[src/rtl/c64_bus_pkg.sv]
// Shared C64 bus definitions for the REU DMA arbiter.
// FSM state encodings, default phi2 window length, clock/phi ratio and a
// saturating counter helper used when DMA_CYCLE_COUNT_EN is defined.
package c64_bus_pkg;

   // System clock cycles per phi period
   localparam int PHI_RATIO     = 32;
   // Default dma_cycle window length in clk
   localparam int PHI2_CLKS_DEF = 16;

   typedef logic [2:0] dma_state_t;

   localparam dma_state_t ST_IDLE = 3'd0;
   localparam dma_state_t ST_HALT = 3'd1;
   localparam dma_state_t ST_OWN  = 3'd2;
   localparam dma_state_t ST_WIN  = 3'd3;
   localparam dma_state_t ST_REL  = 3'd4;

   // Increment that sticks at all-ones instead of wrapping
   function automatic logic [15:0] sat_inc16(input logic [15:0] value);
      logic [15:0] result;
      if (value == 16'hFFFF) begin
         result = value;
      end else begin
         result = value + 16'd1;
      end
      return result;
   endfunction

endpackage

[src/rtl/dma_window_timer.sv]
// Times one dma_cycle window: loads on start, stays active for exactly
// PHI2_CLKS clocks, flags the final clock with last.
module dma_window_timer
   import c64_bus_pkg::*;
#(
   parameter int PHI2_CLKS = PHI2_CLKS_DEF
) (
   input  logic clk,
   input  logic reset,
   input  logic start,
   output logic active,
   output logic last
);

   localparam int CW = (PHI2_CLKS > 1) ? $clog2(PHI2_CLKS) : 1;
   localparam logic [CW-1:0] LAST_CNT = CW'(PHI2_CLKS - 1);
   localparam logic [CW-1:0] ONE_CNT  = CW'(1);

   logic [CW-1:0] count_r;
   logic          active_r;

   // Load on start, count 0..PHI2_CLKS-1, drop active after the last count
   always_ff @(posedge clk or posedge reset) begin
      if (reset) begin
         count_r  <= '0;
         active_r <= 1'b0;
      end else if (start && !active_r) begin
         count_r  <= '0;
         active_r <= 1'b1;
      end else if (active_r) begin
         if (count_r == LAST_CNT) begin
            count_r  <= '0;
            active_r <= 1'b0;
         end else begin
            count_r  <= count_r + ONE_CNT;
            active_r <= 1'b1;
         end
      end else begin
         count_r  <= count_r;
         active_r <= active_r;
      end
   end

   assign active = active_r;
   assign last   = active_r && (count_r == LAST_CNT);

endmodule

[src/rtl/c64_dma_arbiter.sv]
// C64 expansion-port DMA arbiter for the REU.
// Converts dma_req into a safe 6510 halt (RDY low, then AEC low once the CPU
// is stalled on a read) and grants phi2 slots as PHI2_CLKS-long dma_cycle
// windows. Define DMA_CYCLE_COUNT_EN to add the dma_slots window counter.
module c64_dma_arbiter
   import c64_bus_pkg::*;
#(
   parameter int PHI2_CLKS = PHI2_CLKS_DEF
) (
   input  logic        clk,
   input  logic        reset,
   input  logic        phi2_start,
   input  logic        vic_ba,
   input  logic        cpu_we,
   input  logic        dma_req,
   output logic        dma_cycle,
   output logic        cpu_rdy,
   output logic        cpu_aec,
   output logic        dma_busy
`ifdef DMA_CYCLE_COUNT_EN
   ,
   output logic [15:0] dma_slots
`endif
);

   dma_state_t state_r;
   dma_state_t state_s;
   logic       rdy_r;
   logic       rdy_s;
   logic       aec_r;
   logic       aec_s;
   logic       busy_r;
   logic       win_start_s;
   logic       win_active_s;
   logic       win_last_s;
   logic       halt_entry_s;

   dma_window_timer #(
      .PHI2_CLKS (PHI2_CLKS)
   ) u_timer (
      .clk    (clk),
      .reset  (reset),
      .start  (win_start_s),
      .active (win_active_s),
      .last   (win_last_s)
   );

   // Next-state and next-output decode; a window never starts on the slot
   // that confirmed the stall because OWN only reacts to a later phi2_start
   always_comb begin
      state_s      = state_r;
      rdy_s        = rdy_r;
      aec_s        = aec_r;
      win_start_s  = 1'b0;
      halt_entry_s = 1'b0;
      case (state_r)
         ST_IDLE: begin
            if (dma_req) begin
               state_s      = ST_HALT;
               rdy_s        = 1'b0;
               halt_entry_s = 1'b1;
            end else begin
               state_s = ST_IDLE;
            end
         end
         ST_HALT: begin
            // A write cycle cannot be stalled by RDY; wait for a read
            if (phi2_start && !cpu_we) begin
               state_s = ST_OWN;
               aec_s   = 1'b0;
            end else begin
               state_s = ST_HALT;
            end
         end
         ST_OWN: begin
            if (phi2_start) begin
               if (dma_req && vic_ba) begin
                  state_s     = ST_WIN;
                  win_start_s = 1'b1;
               end else if (dma_req) begin
                  state_s = ST_OWN;
               end else begin
                  state_s = ST_REL;
               end
            end else begin
               state_s = ST_OWN;
            end
         end
         ST_WIN: begin
            if (win_last_s) begin
               state_s = ST_OWN;
            end else begin
               state_s = ST_WIN;
            end
         end
         ST_REL: begin
            if (phi2_start) begin
               state_s = ST_IDLE;
               rdy_s   = 1'b1;
               aec_s   = 1'b1;
            end else begin
               state_s = ST_REL;
            end
         end
         default: begin
            state_s = ST_IDLE;
            rdy_s   = 1'b1;
            aec_s   = 1'b1;
         end
      endcase
   end

   // State and CPU control registers; busy tracks the registered state
   always_ff @(posedge clk or posedge reset) begin
      if (reset) begin
         state_r <= ST_IDLE;
         rdy_r   <= 1'b1;
         aec_r   <= 1'b1;
         busy_r  <= 1'b0;
      end else begin
         state_r <= state_s;
         rdy_r   <= rdy_s;
         aec_r   <= aec_s;
         busy_r  <= (state_s != ST_IDLE);
      end
   end

   assign dma_cycle = win_active_s;
   assign cpu_rdy   = rdy_r;
   assign cpu_aec   = aec_r;
   assign dma_busy  = busy_r;

`ifdef DMA_CYCLE_COUNT_EN
   logic [15:0] slots_r;

   // Count granted windows since the last IDLE->HALT, saturating
   always_ff @(posedge clk or posedge reset) begin
      if (reset) begin
         slots_r <= 16'd0;
      end else if (halt_entry_s) begin
         slots_r <= 16'd0;
      end else if (win_start_s) begin
         slots_r <= sat_inc16(slots_r);
      end else begin
         slots_r <= slots_r;
      end
   end

   assign dma_slots = slots_r;
`endif

endmodule
[config.mk]
export PLATFORM = sky130hd
export DESIGN_NAME = c64_dma_arbiter
export DESIGN_NICKNAME = d
export VERILOG_FILES = /design/src/rtl/c64_bus_pkg.sv /design/src/rtl/dma_window_timer.sv /design/src/rtl/c64_dma_arbiter.sv
export SDC_FILE = /design/constraint.sdc
export NUM_CORES = 1
export LEC_CHECK = 0
export ABC_AREA = 1
export CORE_UTILIZATION = 38
export DETAILED_ROUTE_END_ITERATION = 12
export PLACE_DENSITY = 0.73
export SLEW_MARGIN = 20
export SYNTH_ARGS = -nofsm -noshare
export SYNTH_HDL_FRONTEND = slang
export SYNTH_HIERARCHICAL = 1
export SYNTH_SLANG_ARGS = --single-unit
[constraint.sdc]
create_clock -name clk -period 2.05 [get_ports clk]
set_input_delay 0.5125 -clock clk [delete_from_list [all_inputs] [get_ports clk]]
set_output_delay 0.5125 -clock clk [all_outputs]
set_load 0.02 [all_outputs]
* After elaboration in Yosys (flattened, before gate mapping)
Cells that the tools add are included.
Storage, ports and cells: register bits after elaboration 11, input bits 6, output and inout bits 4, word-level logic and storage cells 52
Cells by class: add/subtract/negate cells 1, eq/ne operators 8, multiplexer cells 22, bitwise operators 2, reduce and logical (&&, ||, !) cells 13
Operators by type and width (count):
- one-hot mux 3 bit (5 select lines) | 1
- 2-to-1 mux 3 bit | 4
- 2-to-1 mux 4 bit | 3
- 2-to-1 mux 1 bit | 11
- equality test 3 x 2 -> 1 bit, second input constant | 2
- inequality test 2 bit, second input constant | 3
- one-hot mux 1 bit (3 select lines) | 2
- AND reduction 3 bit | 2
- OR reduction 3 bit | 2
- adder 4 x 1 -> 4 bit, second input constant | 1
- equality test 4 bit, second input constant | 1
- logical AND 1 bit | 4
- equality test 3 x 1 -> 1 bit, second input constant | 1
- equality test 3 bit, second input constant | 1
- logical NOT 3 bit | 1
- nonzero test 3 bit | 1
- logical NOT 1 bit | 2
- 2-to-1 mux 2 bit | 1
- NOT 1 bit | 2
- nonzero test 2 bit | 1

* Depth between registers and ports, before layout
Gate-level depths: netlist of the first run.
depth in word-level cells 6, gate-level depth with buffers 8, depth with buffers taken out 8

* Hierarchy
Netlist of the first run, hierarchy kept.
Modules (own cells, without submodules):
- c64_dma_arbiter | instances 1, cells an instance 45, area each 326.6 um2, sequential area each 152.6 um2
- dma_window_timer | instances 1, cells an instance 30, area each 245.2 um2, sequential area each 125.1 um2

* Worst setup path before layout of the first run
Ideal clock, no wire load.
kind register -> register, start point reg u_timer.count_r[0], end point reg busy_r (netlist: dma_busy), library setup time 124 ps, arrival time 1101 ps, required time 1926 ps, setup slack 825 ps, stages on the path, launching flop included 9, clock period less this slack 1225 ps, cell sequence dfrtp_1 ha_1 nand3_1 nor2_1 nor2_1 nand2_1 nand2_1 nor2_2 nand3_2
On the way: word-level cells in the longest chain between the ends 5
Ends and longest elaborated chain:
- start: declaration | RTL line dma_window_timer.sv:19 | logic [CW-1:0] count_r;
- start signal: assignment | RTL line dma_window_timer.sv:35 | count_r <= count_r + ONE_CNT;
- start signal: assignment | RTL line dma_window_timer.sv:39 | count_r <= count_r;
- equality test 4 bit | RTL line dma_window_timer.sv:45 | assign last = active_r && (count_r == LAST_CNT);
- logical AND 1 bit | RTL line dma_window_timer.sv:45
- named net win_last_s | RTL line c64_dma_arbiter.sv:35 | logic win_last_s;
- 2-to-1 mux 1 bit | RTL line c64_dma_arbiter.sv:90 | if (win_last_s) begin
- one-hot mux 3 bit (5 select lines) | RTL line c64_dma_arbiter.sv:56 | case (state_r)
- nonzero test 3 bit | RTL line c64_dma_arbiter.sv:124 | busy_r <= (state_s != ST_IDLE);
- end signal: assignment | RTL line c64_dma_arbiter.sv:124
- end: declaration | RTL line c64_dma_arbiter.sv:32 | logic busy_r;
The timed path passes the listed nets, and every way through them passes these cells. A chain may end at the register's enable or synchronous reset.

* Worst setup path in the final report of the first run
start point reg rdy_r (netlist: cpu_rdy), end point out cpu_rdy
RTL lines:
- start: declaration | RTL line c64_dma_arbiter.sv:28 | logic rdy_r;
- start signal: assignment | RTL line c64_dma_arbiter.sv:122 | rdy_r <= rdy_s;
- end: declaration | RTL line c64_dma_arbiter.sv:17 | output logic cpu_rdy,
No word-level cell between the ends.

==> results of run 1 <==
cell usage after synthesis:
cell type	instances
nand2_1	22
a21oi_1	1
a22o_1	1
inv_1	11
nand4_1	1
nor2_2	4
nand3_1	9
ha_1	1
dfrtp_1	9
nand3_2	2
nor2_1	10
o21ai_0	2
dfstp_2	2
per-stage QoR:
stage	total power, mW	cells
global route	1.13	103
finish	1.03	103
floorplan	0.741	75
global placement	0.881	99
detailed placement	0.891	99
CTS	1.04	103
logic make-up (layout without fill, tap and decap cells):
family	count (synthesis)	after routing	share of synthesized area, %
buffers and inverters	11	24	7.22
and+or+nand+nor	48	48	37.9
DFF	11	11	48.6
AOI/OAI and AO/OA	4	4	4.16
adders and majority gates	1	1	2.19
area by class of cell:
class                   count  area (um^2)
clock buffers               4         26.3
fillers                   139          643
inverters                  11         41.3
multi-input cells          53          253
flip-flops and latches     11          278
well taps                  15         18.8
repair buffers              9         90.1
flip-flops by register name, indices dropped and copies added (netlist names):
signal / cells
u_timer/active: 1
cpu_aec: 1
dma_busy: 1
state_r: 3
u_timer/count_r: 4
cpu_rdy: 1
layer usage:
metal	GRT usage (%)	up-vias	routed length (um)
met5	0	-	0
li1	-	265	-
met1	16.2	218	463
met4	7.50	0	0
met3	9.78	0	52
met2	27.0	10	490
layout by cell type, fill, tap and decap left out, drive strengths merged:
cell           instances
nand2                 22
nor2                  14
inv                   11
nand3                 11
dfrtp                  9
clkdlybuf4s50          9
clkbuf                 4
dfstp                  2
o21ai                  2
a22o                   1
nand4                  1
a21oi                  1
ha                     1
path summary, 6_finish.rpt:
check / end / slack [ps] / depth (start not counted)
min in group asynchronous: u_timer/active / 480 / 2
hold reg to reg: cpu_aec / 460 / 2
setup reg to reg: dma_busy / 670 / 8
setup / recovery: cpu_rdy / 150 / 1
max in group asynchronous: cpu_aec / 1310 / 2
hold / removal: cpu_aec / 460 / 2
where the power goes:
group	switching, mW	total, mW	internal [mW]	leakage (nW)
Sequential	0.0991	0.428	0.328	0.131
Combinational	0.254	0.457	0.203	0.219
Clock	0.0677	0.143	0.0753	0.0150
Total	0.421	1.03	0.607	0.365
==> impl_metrics.json, run 1 <==
{
  "status": "completed",
  "clock_sinks": 11,
  "leakagePower_nw": 0.365,
  "path_buf_inv": 1,
  "crit_arrival_ps": 1390,
  "setup_viol": 0,
  "max_slew_margin_pct": 85.0,
  "avgSynthCellArea_um2": 7.62,
  "p_per_area_nw_per_um2": 1450,
  "start_util_pct": 42.4,
  "via_count": 493,
  "holdWs_ps": 463,
  "routed_wl_um": 1010,
  "avgViaCountPerCell": 4.79,
  "cts_tree": "done",
  "syn-num-nets": 82,
  "gp_congestion": 0.846,
  "rsz0062_at_grt": "no",
  "yosys_warnings": 6,
  "crit_start": "cpu_rdy",
  "finalHoldViolations": 0,
  "grt_pass1_wl_um": 1690,
  "die_y_um": 40.8,
  "path_max_fanout": 2,
  "cts-root-buf": "clkbuf_4",
  "fmaxAchievable_ghz": 0.527,
  "io_pins": 10,
  "remaining_drc_errors": 0,
  "post-route-util_pct": 52.4,
  "drt_iter0_markers": 17,
  "antennaDiodeCount": 0,
  "synth-seq-area-share_pct": 48.6,
  "path_class": "reg2out",
  "hp-class": "reg2reg",
  "drtPass1Iterations": 4,
  "final_max_slew_viol_count": 0,
  "synth_area_leaders": "dfrtp_1 39%, nand2_1 14%, dfstp_2 9.2%",
  "dp_hpwl_um": 796,
  "finalSetupTns_ps": 0,
  "ctsResizeCount": 0,
  "yosysTopAreaCell": "dfrtp_1",
  "clk_pin_slew_ps": 60,
  "irDropWorstVdd_mv": 0.732,
  "min_from": "cpu_aec",
  "htree_levels": 1,
  "crit_path_end_kind": "output port",
  "worstMarginPinSlew_ps": 225,
  "cp_slowest_cell": "clkdlybuf4s50_1",
  "skew_ps": 1.78,
  "fin_area_um2": 707,
  "dpl_cell_area_um2": 681,
  "numPortBuffers": 9,
  "area_growth_pct": 23.6,
  "grt_max_degree": 9,
  "netlist_instances": 75,
  "clock_latency_ps": 260,
  "path_cells": "clkdlybuf4s50_1",
  "die_area_um2": 1660,
  "routedWlPerCell_um": 9.77,
  "cpPeakStageDelay_ps": 590,
  "synth.top_cell.area_share_pct": 39.4,
  "cts_setup_buffers": 0,
  "worstPathRequired_ps": 1540,
  "hold_buffers": 0,
  "netlist_area_um2": 572,
  "cts_made_buffers": 3,
  "grt_pass1_vias": 429,
  "critical-path-top-delay-family": "buffers and inverters",
  "ys_ff_latch": 11,
  "finalNetCount": 96,
  "dp_slack_ps": 359,
  "rows": 13,
  "route.antenna.remaining_nets": 0,
  "dieWidth_um": 40.8,
  "track_usage_pct": 16.3,
  "antenna_found_initial": 0,
  "core_um2": 1350,
  "ys_types": 13,
  "worstSetupStartpointType": "flop",
  "grt_overflow_total": 0,
  "drive_gt1_share_pct": 12.5,
  "setup_slack_ps": 152,
  "r2r-start": "u_timer/count_r[0]",
  "timing.final.crit_share_pct": 92.6,
  "cts_max_path_buffers": 2,
  "max_cap_viol_count": 0,
  "min_period_ps": 1900
}
No activity file was read; power rests on OpenSTA's default activity.
==> run 2: changes to the inputs <==
clock period = 2.25 ns   (was 2.05 ns; I/O delays follow)
==> impl_metrics.json, run 2 (synthesis gave the netlist of run 1 again) <==
{
  "drive_gt1_share_pct": 12.5,
  "layout_commonest_cell": "nand2_1",
  "skew_ps": 2.33,
  "fillers": 140,
  "grt_pass1_wl_um": 1670,
  "power_frac_seq_pct": 41.6,
  "layout_common_cells": "22 x nand2_1, 11 x inv_1, 10 x nor2_1",
  "cp_slowest_cell": "clkdlybuf4s50_1",
  "path_buf_inv": 1,
  "avgViaCountPerCell": 4.76,
  "final_max_slew_viol_count": 0,
  "p_per_area_nw_per_um2": 1330,
  "hp-class": "reg2reg",
  "crit_arrival_ps": 1380,
  "holdWs_ps": 464,
  "clkPwrFrac_pct": 13.9,
  "die_area_um2": 1660,
  "remaining_drc_errors": 0,
  "timing.final.crit_share_pct": 86.5,
  "rows": 13,
  "track_usage_pct": 16.2,
  "critical-path-top-delay-family": "buffers and inverters",
  "grt_overflow_total": 0,
  "via_count": 490,
  "start_util_pct": 42.4,
  "dp_slack_ps": 503,
  "cts_setup_buffers": 0,
  "dp_hpwl_um": 796,
  "clock_latency_ps": 260,
  "clock_sinks": 11,
  "gp_congestion": 0.846,
  "cpPeakStageDelay_ps": 590,
  "cell_internal_pwr_mw": 0.553,
  "setup_slack_ps": 303,
  "top_regs": "u_timer/count_r: 4 flops, state_r: 3 flops",
  "path_class": "reg2out",
  "numPortBuffers": 9,
  "path_max_fanout": 2,
  "max_slew_margin_pct": 84.9,
  "worstMarginPinSlew_ps": 226,
  "leakagePower_nw": 0.365,
  "dieWidth_um": 40.8,
  "max_cap_viol_count": 0,
  "fmaxAchievable_ghz": 0.514,
  "htree_levels": 1,
  "cts_max_path_buffers": 2,
  "finalNetCount": 96,
  "p_comb_share_pct": 44.5,
  "drt_iter0_markers": 12,
  "cts_made_buffers": 3,
  "ctsResizeCount": 0,
  "regArea_um2": 278,
  "path_cells": "clkdlybuf4s50_1",
  "core_um2": 1350,
  "clk_pin_slew_ps": 60,
  "largest_reg_flops": 4,
  "route.antenna.remaining_nets": 0,
  "finalHoldViolations": 0,
  "drtPass1Iterations": 4,
  "antenna_found_initial": 0,
  "status": "completed",
  "min_period_ps": 1950,
  "area_growth_pct": 23.6,
  "antennaDiodeCount": 0,
  "crit_path_end_kind": "output port",
  "finalSetupTns_ps": 0,
  "io_pins": 10,
  "p_sw_mw": 0.384,
  "switching_share_pct": 41.0,
  "die_y_um": 40.8,
  "grt_max_degree": 9,
  "worstPathRequired_ps": 1690,
  "routedWlPerCell_um": 9.76,
  "rsz0062_at_grt": "no",
  "irDropWorstVdd_mv": 0.663,
  "setup_viol": 0,
  "cts-root-buf": "clkbuf_4",
  "multi_input_area_um2": 253,
  "hold_buffers": 0,
  "regMostFlops": "u_timer/count_r",
  "cts_tree": "done",
  "worstSetupStartpointType": "flop",
  "routed_wl_um": 1010,
  "grt_pass1_vias": 422
}
## run 2: cell counts in the layout (fill, tap and decap cells not counted)
No cell type changed its count.
## run 2: metrics by stage
step | total power [mW] | utilization, % | cell area, um^2 | std cells
after floorplan | 0.675 | - | 572 | 75
after global placement | 0.803 | 50.4 | 681 | 99
after detailed placement | 0.812 | 50.4 | 681 | 99
after CTS | 0.951 | 52.4 | 707 | 103
after global routing | 1.03 | 52.4 | 707 | 103
final | 0.937 | 52.4 | 707 | 103
## run 2: area by class of cell
class,instances,share of cell area (%)
sequential,11,39.3
multi-input combinational,53,35.8
timing repair buffer,9,12.7
inverter,11,5.84
clock buffer,4,3.72
tap,15,2.65
## run 2: power groups by stage
stage	combinational [mW]	sequential, mW	clock (mW)
after global placement	0.412	0.391	0
after detailed placement	0.419	0.393	0
after global routing	0.474	0.406	0.151
final	0.417	0.390	0.130
after floorplan	0.255	0.420	0
after CTS	0.421	0.391	0.139
## run 2: worst paths after layout
kind	from	to	slack [ps]	cells past startpoint
worst max-delay path	cpu_rdy	cpu_rdy	300	1
worst min-delay path	cpu_aec	cpu_aec	460	2
worst max register to register	u_timer/count_r[0]	dma_busy	870	8
min in group asynchronous	reset	u_timer/count_r[3]	530	2
worst min register to register	cpu_aec	cpu_aec	460	2
max in group asynchronous	reset	cpu_aec	1460	2
## run 2: per-layer routing
layer	vias to the layer above	global-route usage (%)	wire length [um]
met3	0	9.78	52
met1	217	15.8	467
met2	10	27.0	486
met4	0	7.50	0
met5	-	0	0
li1	263	-	-
## run 2: tightest hold or removal path, stage by stage (launching register included)
cell     delay [ps]
dfstp_2         370
nand2_1          50
nand2_1          40
==> run 3: changes to the inputs <==
CAP_MARGIN = 0   (was default)
==> results of run 3 <==
The final DEF is identical to that of run 2; final timing and power are the same.
